`src/rtl/z80_bus_fabric_pkg.sv`:
```
// ============================================================================
// Module   : nanoz80_bus_pkg
// Brief    : Shared types and constants for the Z80 bus fabric.
// Revision : 1.0 - initial release
// ============================================================================
`default_nettype none

package nanoz80_bus_pkg;

    typedef enum logic [1:0] {
        ST_IDLE = 2'd0,
        ST_WAIT = 2'd1,
        ST_DONE = 2'd2
    } bus_state_t;

    typedef enum logic [1:0] {
        ACC_MEM      = 2'd0,
        ACC_SLOT     = 2'd1,
        ACC_CTRL     = 2'd2,
        ACC_UNMAPPED = 2'd3
    } access_kind_t;

    localparam logic [3:0] CTRL_NIBBLE   = 4'hF;
    localparam logic [3:0] REG_PAGE0     = 4'h0;
    localparam logic [3:0] REG_PAGE3     = 4'h3;
    localparam logic [3:0] REG_CTRL      = 4'h4;
    localparam logic [3:0] REG_STATUS    = 4'h5;
    localparam logic [7:0] UNMAPPED_DATA = 8'hFF;

endpackage

`default_nettype wire

```
`src/rtl/z80_bus_fabric_bank_regs.sv`:
```
// ============================================================================
// Module   : z80_bank_regs
// Brief    : Page registers, ROM/wait control and sticky status with readback.
// Revision : 1.0 - initial release
// ============================================================================
`default_nettype none

module z80_bank_regs
    import nanoz80_bus_pkg::*;
#(
    parameter int PHYS_BANK_BITS = 4,
    parameter int MEM_WAIT_RESET = 0
) (
    input  logic                           clk_i,
    input  logic                           rst_i,
    input  logic                           wr_en,
    input  logic [3:0]                     reg_offset,
    input  logic [7:0]                     wr_data,
    input  logic                           set_timeout,
    output logic [7:0]                     rd_data,
    output logic [3:0][PHYS_BANK_BITS-1:0] page,
    output logic                           rom_en,
    output logic [2:0]                     mem_wait
);

    logic timeout_flag;
    logic unused_wr_bits;

    assign unused_wr_bits = ^wr_data;

    always_ff @(posedge clk_i) begin
        if (rst_i) begin
            for (int i = 0; i < 4; i++) begin
                page[i] <= PHYS_BANK_BITS'(i);
            end
            rom_en       <= 1'b1;
            mem_wait     <= 3'(MEM_WAIT_RESET);
            timeout_flag <= 1'b0;
        end else begin
            if (wr_en && reg_offset[3:2] == 2'b00) begin
                page[reg_offset[1:0]] <= wr_data[PHYS_BANK_BITS-1:0];
            end
            if (wr_en && reg_offset == REG_CTRL) begin
                rom_en   <= wr_data[0];
                mem_wait <= wr_data[3:1];
            end
            // A timeout arriving in the same cycle as a clear must not be lost.
            if (set_timeout) begin
                timeout_flag <= 1'b1;
            end else if (wr_en && reg_offset == REG_STATUS && wr_data[0]) begin
                timeout_flag <= 1'b0;
            end
        end
    end

    always_comb begin
        rd_data = UNMAPPED_DATA;
        if (reg_offset[3:2] == 2'b00) begin
            rd_data                      = '0;
            rd_data[PHYS_BANK_BITS-1:0]  = page[reg_offset[1:0]];
        end else if (reg_offset == REG_CTRL) begin
            rd_data = {4'b0000, mem_wait, rom_en};
        end else if (reg_offset == REG_STATUS) begin
            rd_data = {7'b0000000, timeout_flag};
        end
    end

endmodule

`default_nettype wire

```
`src/rtl/z80_bus_fabric.sv`:
```
// ============================================================================
// Module   : z80_bus_fabric
// Brief    : Z80 chip-select decode, 16K paging, ROM overlay and wait-state FSM.
// Revision : 1.0 - initial release
// ============================================================================
`default_nettype none

module z80_bus_fabric
    import nanoz80_bus_pkg::*;
#(
    parameter int N_IO_SLOTS     = 8,
    parameter int PHYS_BANK_BITS = 4,
    parameter int ROM_ADDR_BITS  = 13,
    parameter int MEM_WAIT_RESET = 0,
    parameter int IO_TIMEOUT     = 255
) (
    input  logic                         clk_i,
    input  logic                         rst_i,
    input  logic                         mreq_n,
    input  logic                         ioreq_n,
    input  logic                         rd_n,
    input  logic                         wr_n,
    input  logic [15:0]                  addr_i,
    input  logic [7:0]                   cpu_dout_i,
    output logic [7:0]                   cpu_di_o,
    output logic                         wait_n_o,
    output logic [PHYS_BANK_BITS+13:0]   phys_addr_o,
    output logic                         rom_cs_o,
    output logic                         ram_cs_o,
    output logic [N_IO_SLOTS-1:0]        io_cs_o,
    input  logic [7:0]                   rom_data_i,
    input  logic [7:0]                   ram_data_i,
    input  logic [8*N_IO_SLOTS-1:0]      io_data_i,
    input  logic [N_IO_SLOTS-1:0]        io_ready_i
);

    localparam int CNT_BITS = ($clog2(IO_TIMEOUT + 1) > 4) ? $clog2(IO_TIMEOUT + 1) : 4;

    bus_state_t    state;
    bus_state_t    state_next;
    access_kind_t  kind;
    access_kind_t  kind_decode;
    logic [3:0]    slot;
    logic          use_rom;
    logic          is_read;
    logic          wr_seen;
    logic [CNT_BITS-1:0] cnt;

    logic [3:0][PHYS_BANK_BITS-1:0] page;
    logic          rom_en;
    logic [2:0]    mem_wait;
    logic [7:0]    ctrl_rd_data;

    logic [3:0]    io_nibble;
    logic          mem_sel;
    logic          io_sel;
    logic          strobe;
    logic          in_rom_window;
    logic          slot_hit;
    logic          ctrl_hit;
    logic          ctrl_wr;
    logic          ready_hit;
    logic [7:0]    slot_data;
    logic          cnt_last;
    logic          set_timeout;

    assign io_nibble     = addr_i[7:4];
    assign mem_sel       = !mreq_n;
    assign io_sel        = !ioreq_n && mreq_n;
    assign strobe        = (mem_sel || io_sel) && (!rd_n || !wr_n);
    assign in_rom_window = (addr_i >> ROM_ADDR_BITS) == 16'd0;
    assign slot_hit      = io_sel && (32'(io_nibble) < N_IO_SLOTS);
    assign ctrl_hit      = io_sel && (io_nibble == CTRL_NIBBLE);
    // One commit per bus cycle even though wr_n stays low for several clocks.
    assign ctrl_wr       = ctrl_hit && !wr_n && !wr_seen;
    assign cnt_last      = (cnt == CNT_BITS'(1));
    assign set_timeout   = (state == ST_WAIT) && (kind == ACC_SLOT) && !ready_hit && cnt_last;
    assign phys_addr_o   = {page[addr_i[15:14]], addr_i[13:0]};

    z80_bank_regs #(
        .PHYS_BANK_BITS (PHYS_BANK_BITS),
        .MEM_WAIT_RESET (MEM_WAIT_RESET)
    ) u_bank_regs (
        .clk_i       (clk_i),
        .rst_i       (rst_i),
        .wr_en       (ctrl_wr),
        .reg_offset  (addr_i[3:0]),
        .wr_data     (cpu_dout_i),
        .set_timeout (set_timeout),
        .rd_data     (ctrl_rd_data),
        .page        (page),
        .rom_en      (rom_en),
        .mem_wait    (mem_wait)
    );

    always_comb begin
        rom_cs_o = 1'b0;
        ram_cs_o = 1'b0;
        io_cs_o  = '0;
        if (!rst_i) begin
            // Writes into the ROM window fall through to RAM for shadow fill.
            if (mem_sel && rom_en && !rd_n && in_rom_window) begin
                rom_cs_o = 1'b1;
            end else if (mem_sel) begin
                ram_cs_o = 1'b1;
            end
            for (int k = 0; k < N_IO_SLOTS; k++) begin
                io_cs_o[k] = slot_hit && (io_nibble == 4'(k));
            end
        end
    end

    always_comb begin
        if (mem_sel) begin
            kind_decode = ACC_MEM;
        end else if (slot_hit) begin
            kind_decode = ACC_SLOT;
        end else if (ctrl_hit) begin
            kind_decode = ACC_CTRL;
        end else begin
            kind_decode = ACC_UNMAPPED;
        end
    end

    always_comb begin
        slot_data = UNMAPPED_DATA;
        ready_hit = 1'b0;
        for (int k = 0; k < N_IO_SLOTS; k++) begin
            if (slot == 4'(k)) begin
                slot_data = io_data_i[8*k +: 8];
                ready_hit = io_ready_i[k];
            end
        end
    end

    always_ff @(posedge clk_i) begin
        if (rst_i) begin
            state <= ST_IDLE;
        end else begin
            state <= state_next;
        end
    end

    always_comb begin
        state_next = state;
        case (state)
            ST_IDLE: begin
                if (strobe) begin
                    if (kind_decode == ACC_MEM || kind_decode == ACC_SLOT) begin
                        state_next = ST_WAIT;
                    end else begin
                        state_next = ST_DONE;
                    end
                end
            end
            ST_WAIT: begin
                if (cnt_last || (kind == ACC_SLOT && ready_hit)) begin
                    state_next = ST_DONE;
                end
            end
            ST_DONE: begin
                if (mreq_n && ioreq_n) begin
                    state_next = ST_IDLE;
                end
            end
            default: state_next = ST_IDLE;
        endcase
    end

    always_comb begin
        wait_n_o = (state != ST_WAIT);
    end

    always_ff @(posedge clk_i) begin
        if (rst_i) begin
            kind     <= ACC_MEM;
            slot     <= 4'd0;
            use_rom  <= 1'b0;
            is_read  <= 1'b0;
            wr_seen  <= 1'b0;
            cnt      <= '0;
            cpu_di_o <= UNMAPPED_DATA;
        end else begin
            if (mreq_n && ioreq_n) begin
                wr_seen <= 1'b0;
            end else if (ctrl_wr) begin
                wr_seen <= 1'b1;
            end
            case (state)
                ST_IDLE: begin
                    if (strobe) begin
                        kind    <= kind_decode;
                        slot    <= io_nibble;
                        use_rom <= rom_cs_o;
                        is_read <= !rd_n;
                        if (kind_decode == ACC_MEM) begin
                            cnt <= CNT_BITS'(1) + CNT_BITS'(mem_wait);
                        end else begin
                            cnt <= CNT_BITS'(IO_TIMEOUT);
                        end
                        if (!rd_n && kind_decode == ACC_CTRL) begin
                            cpu_di_o <= ctrl_rd_data;
                        end else if (!rd_n && kind_decode == ACC_UNMAPPED) begin
                            cpu_di_o <= UNMAPPED_DATA;
                        end
                    end
                end
                ST_WAIT: begin
                    cnt <= cnt - CNT_BITS'(1);
                    if (kind == ACC_MEM) begin
                        if (cnt_last && is_read) begin
                            cpu_di_o <= use_rom ? rom_data_i : ram_data_i;
                        end
                    end else if (ready_hit) begin
                        if (is_read) begin
                            cpu_di_o <= slot_data;
                        end
                    end else if (cnt_last) begin
                        cpu_di_o <= UNMAPPED_DATA;
                    end
                end
                default: ;
            endcase
        end
    end

endmodule

`default_nettype wire
```
`config.mk`:
```
export PLATFORM = sky130hd
export DESIGN_NAME = z80_bus_fabric
export DESIGN_NICKNAME = d
export VERILOG_FILES = /design/src/rtl/z80_bus_fabric_pkg.sv /design/src/rtl/z80_bus_fabric_bank_regs.sv /design/src/rtl/z80_bus_fabric.sv
export SDC_FILE = /design/constraint.sdc
export NUM_CORES = 1
export LEC_CHECK = 0
export CAP_MARGIN = 30
export CORE_UTILIZATION = 47
export DETAILED_ROUTE_END_ITERATION = 16
export GPL_TIMING_DRIVEN = 0
export PLACE_DENSITY_LB_ADDON = 0.15
export SLEW_MARGIN = 20
export SYNTH_ARGS = -nofsm -noshare
export SYNTH_HDL_FRONTEND = slang
export SYNTH_SLANG_ARGS = --single-unit
```
`constraint.sdc`:
```
create_clock -name clk_i -period 3.5 [get_ports clk_i]
set_input_delay 0.35 -clock clk_i [delete_from_list [all_inputs] [get_ports clk_i]]
set_output_delay 0.35 -clock clk_i [all_outputs]
set_load 0.03 [all_outputs]
```
## After elaboration in Yosys (flattened, before gate mapping)

Cells that the tools add are included.

- Output and inout bits: 37
- Flip-flop bits (word level): 48
- Input port bits: 118
- Word-level logic and storage cells: 162

- Mux-type cells: 55
- Order comparisons: 4
- Reduce and logical (&&, ||, !) cells: 54
- $add $sub $neg: 2
- Eq/ne operators: 32

Operators with widths:

| kind | count |
|---|---|
| two-way mux 8 bit | 23 |
| equality test 4 x 3 -> 1 bit, second input constant | 10 |
| one-hot mux 8 bit (2 select lines) | 2 |
| logical AND 1 bit | 30 |
| binary-select mux 4 bit (select 2 bit) | 2 |
| bitwise mux 16 bit | 1 |
| equality test 4 x 2 -> 1 bit, second input constant | 4 |
| zero test 16 bit | 1 |
| two-way mux 1 bit | 16 |
| two-way mux 2 bit | 6 |
| two-way mux 4 bit | 3 |
| demux 4 bit (select 2 bit) | 1 |
| equality test 4 x 1 -> 1 bit, second input constant | 2 |
| equality test 8 x 1 -> 1 bit, second input constant | 1 |
| zero test 2 bit | 4 |
| zero test 4 bit | 2 |
| != test 4 x 3 -> 1 bit, second input constant | 2 |
| subtractor 8 x 1 -> 8 bit, second input constant | 1 |
| equality test 2 x 1 -> 1 bit, second input constant | 3 |
| equality test 2 bit, second input constant | 3 |
| zero test 1 bit | 6 |
| less-than comparator 2 x 3 -> 1 bit, second input constant | 2 |
| one-hot mux 2 bit (3 select lines) | 1 |
| AND reduction 6 bit | 1 |
| other kinds (13) | 20 |

## Logic depth before layout (Yosys ltp)

- Depth in word-level cells: 13
- Depth in mapped cells: 9
- Gate-level depth less buffers: 7

## Hierarchy

Synthesis repeated with hierarchy kept, for this count alone.

- Cells, all modules: 504
- Area total of the unflattened synthesis: 3818.7 µm²

By module, submodules not included:

| module | instances | cells an instance | area each (µm²) | sequential area each (µm²) |
|---|---|---|---|---|
| z80_bus_fabric | 1 | 384 | 2692.6 | 540.5 |
| z80_bank_regs | 1 | 120 | 1126.1 | 420.4 |

## Worst setup path after synthesis

OpenSTA, ideal clock, no wires.

- Path kind: input to output
- Start point: input port mreq_n
- End point: output port rom_cs_o
- Stages on the path: 2
- Data required time: 3.150 ns
- Arrival: 1.943 ns
- Path slack: 1.207 ns
- Path buffers: 0
- Path through: or4b_2 nor4_1

- Cells in the longest elaborated chain, start to end: 6

Ends and longest elaborated chain:

| element | line | text |
|---|---|---|
| start, declared | z80_bus_fabric.sv:19 | `input logic mreq_n,` |
| zero test 1 bit | z80_bus_fabric.sv:68 | `assign mem_sel = !mreq_n;` |
| logical AND 1 bit (3 in a row) | z80_bus_fabric.sv:102 | `if (mem_sel && rom_en && !rd_n && in_rom_window) begin` |
| two-way mux 1 bit | z80_bus_fabric.sv:102 |  |
| two-way mux 1 bit | z80_bus_fabric.sv:100 | `if (!rst_i) begin` |
| end, declared | z80_bus_fabric.sv:28 | `output logic rom_cs_o,` |

Every way passes these cells.

## Worst setup path after layout

- Start point: input port mreq_n
- End point: output port ram_cs_o

- Cells in the longest elaborated chain, start to end: 6

Ends and longest elaborated chain:

| element | line | text |
|---|---|---|
| zero test 1 bit | z80_bus_fabric.sv:68 |  |
| logical AND 1 bit (3 in a row) | z80_bus_fabric.sv:102 |  |
| two-way mux 1 bit (*) | z80_bus_fabric.sv:102 |  |
| two-way mux 1 bit (*) | z80_bus_fabric.sv:100 |  |
| end, declared | z80_bus_fabric.sv:29 | `output logic ram_cs_o,` |

Mark *: on every way between the ends. The rest lies on a longest branch, timed or not.

==> reports/qor.yml <==
layout.nets: 723
final_antenna_net_count: 0
cts-root-buf: "clkbuf_8"
hold_path_class: "reg -> reg"
final-setup-viol-count: 0
grt_pass1_wl_mm: 18.5
multi_input_area_sq_um: 2340
fmax_mhz: 329
port-buffer-count: 144
synth.mux.area_fraction: 0.143
max_cap_viol_count: 0
area_delta_synth_final_pct: 47.4
grt_overflow: 0
cp_cell_sequence: "clkdlybuf4s50_1 -> or4b_2 -> nor3_1 -> nor3_1 -> clkdlybuf4s50_1"
ff2ff_setup_slack_ns: 0.92
diodes: 0
synth-edff-count: 0
drtIter0Drc: 516
layout-drive-gt1-share: 0.0879
viasPerCell: 5.95
final_cell_mix: "clkdlybuf4s50_1 (144), nor2_1 (52), dfxtp_1 (48)"
grt_max_degree: 17
drc_errors: 0
antenna_found_initial: 0
h-tree-depth: 2
arrival_ns: 2.69
fin_crit_ns: 3.04
crit_buf_inv: 2
chipWidth_microns: 89.4
crit_required_ns: 3.15
rows: 31
crit_path_end_kind: "output port"
grt_usage: 0.305
synth-compound-area-share: 0.253
num_vias: 4180
syn_nets: 572
grt_pass1_vias: 3819
yosysTopAreaCellShare: 0.267
power_density_nw_per_um2: 333
cts_setup_buffers: 0
place_hpwl_mm: 9.54
fillers: 575
start_kind: "primary input"
final_util: 0.722
clkLatencyLatePin_ns: 0.32
wl_per_cell_microns: 17.8
cts_hold_buffers: 0
io_pins: 155
clk_pin_slew_ns: 0.08
worst_pin_slew_ns: 0.796
synth.distinct_cells: 65
clock_skew_ns: 0.0174
cp_top_family: "buffers and inverters"
synthXorXnorAreaFrac: 0.00244
cp_slowest_cell: "or4b_2"
netlist_area_sq_um: 3590
synth_ff_type: "dfxtp_1"
drt-total-wl_mm: 12.5
maxSlewViolCount: 0
synth_fa_ha_area_frac: 0.0104
ys_ff_latch: 48
async_reset_ff_frac: 0
fin_tns_setup_ns: 0
dieArea_sq_um: 8000
mostFrequentLayoutCell: "clkdlybuf4s50_1"
cts_made_buffers: 5
synth_top_family_by_area: "compound AO/OA/AOI/OAI gates"
synth_area_leaders: "dfxtp_1 (27%), mux2i_1 (8.4%), nor2_1 (5.4%)"
hold_violations: 0
seq_area_frac_synth: 0.267
dr.pass1.iters: 5
cts_resized: 0
cpPeakStageDelay_ns: 0.75
fin_crit_sh: 0.870
seqCellArea_sq_um: 961
synth-simple-area-share: 0.243
yosysWarnings: 0
synth_top_cell_by_area: "dfxtp_1"
ir_drop_mv: 0.341
gp_routability_congestion: 0.917
syn_area_per_cell_sq_um: 7.97
cts_tree: "yes"
power_leakage_uw: 0.00188
netlist_instances: 451
max_slew_margin: 0.465
start_util: 0.490
rsz0062_at_grt: "no"
crit_type: "in -> out"
run_status: "finished clean"
critical_path.max_fanout: 8
die_h_microns: 89.4
core_sq_um: 7330
clockBufferDepth: 2
cts_sinks: 48
-- worst min-delay path: stages (launching register included) --
cell,delay [ns]
dfxtp_1,0.31
inv_1,0.05
a32oi_1,0.05
-- where the power goes --
group          switching, uW  internal [uW]  total (uW)
combinational            348            311         659
clock                    201            288         489
sequential              36.0            579         615
total                    586           1180        1760
-- metrics by stage --
step                hold WS (ns)  setup WS (ns)  cell area, sq um  total power [uW]  cells
floorplan                  0.439           1.21              3590              1000    451
global placement           0.434          0.477              5160              1260    694
detailed placement         0.438          0.495              5160              1270    694
CTS                        0.458          0.470              5300              1760    702
global route               0.480          0.383              5300              1850    702
finish                     0.456          0.456              5300              1760    702
-- cells in the mapped netlist, types with 6 or more instances --
| master | instances |
|---|---|
| nor2_1 | 52 |
| dfxtp_1 | 48 |
| nand2_1 | 33 |
| a21oi_1 | 31 |
| mux2i_1 | 30 |
| nor3_1 | 24 |
| clkbuf_1 | 20 |
| inv_1 | 20 |
| buf_4 | 14 |
| nand2b_1 | 13 |
| o21ai_0 | 13 |
| a31oi_1 | 11 |
| a211oi_1 | 9 |
| a221oi_1 | 8 |
| a32oi_1 | 8 |
| mux4_2 | 8 |
| o221ai_1 | 7 |
| buf_1 | 6 |
| nand3_1 | 6 |
| nor3b_1 | 6 |
| o21a_1 | 6 |
-- flip-flops by register name, indices dropped and copies added, names as in the netlist --
signal,count
u_bank_regs.page,16
cnt,8
cpu_di_o,8
slot,4
u_bank_regs.mem_wait,3
kind,2
state,2
is_read,1
u_bank_regs.rom_en,1
u_bank_regs.timeout_flag,1
use_rom,1
wr_seen,1
-- final cells by class --
| class | count | area share |
|---|---|---|
| Multi-Input combinational cell | 341 | 0.443 |
| Inverter | 20 | 0.0142 |
| Clock inverter | 3 | 0.0130 |
| Clock buffer | 5 | 0.0130 |
| Timing Repair Buffer | 144 | 0.272 |
| Sequential cell | 48 | 0.181 |
| Buffer | 42 | 0.0402 |
| Tap cell | 99 | 0.0234 |
-- layer usage --
metal / GRT usage / part of all wire / wire length, microns / up-vias
li1: - / - / - / 1981
met1: 0.403 / 0.42 / 5220 / 1922
met2: 0.494 / 0.47 / 5870 / 232
met3: 0.0637 / 0.086 / 1070 / 45
met4: 0.108 / 0.026 / 326 / 0
met5: 0 / 0 / 0 / -
-- worst paths after layout --
check	from	cells after the start	end
min reg2reg	cpu_di_o[3]	2	cpu_di_o[3]
min	cpu_di_o[3]	2	cpu_di_o[3]
max	mreq_n	5	ram_cs_o
max reg2reg	slot[1]	8	cpu_di_o[2]
-- cells by family after synthesis --
kind of cell | Yosys count
and+or+nand+nor | 169
AOI/OAI and AO/OA | 127
buffers and inverters | 62
DFF | 48
muxes | 41
adders and majority gates | 3
xor gates and xnor gates | 1
Note: power is estimated with default switching activity, not from simulation.
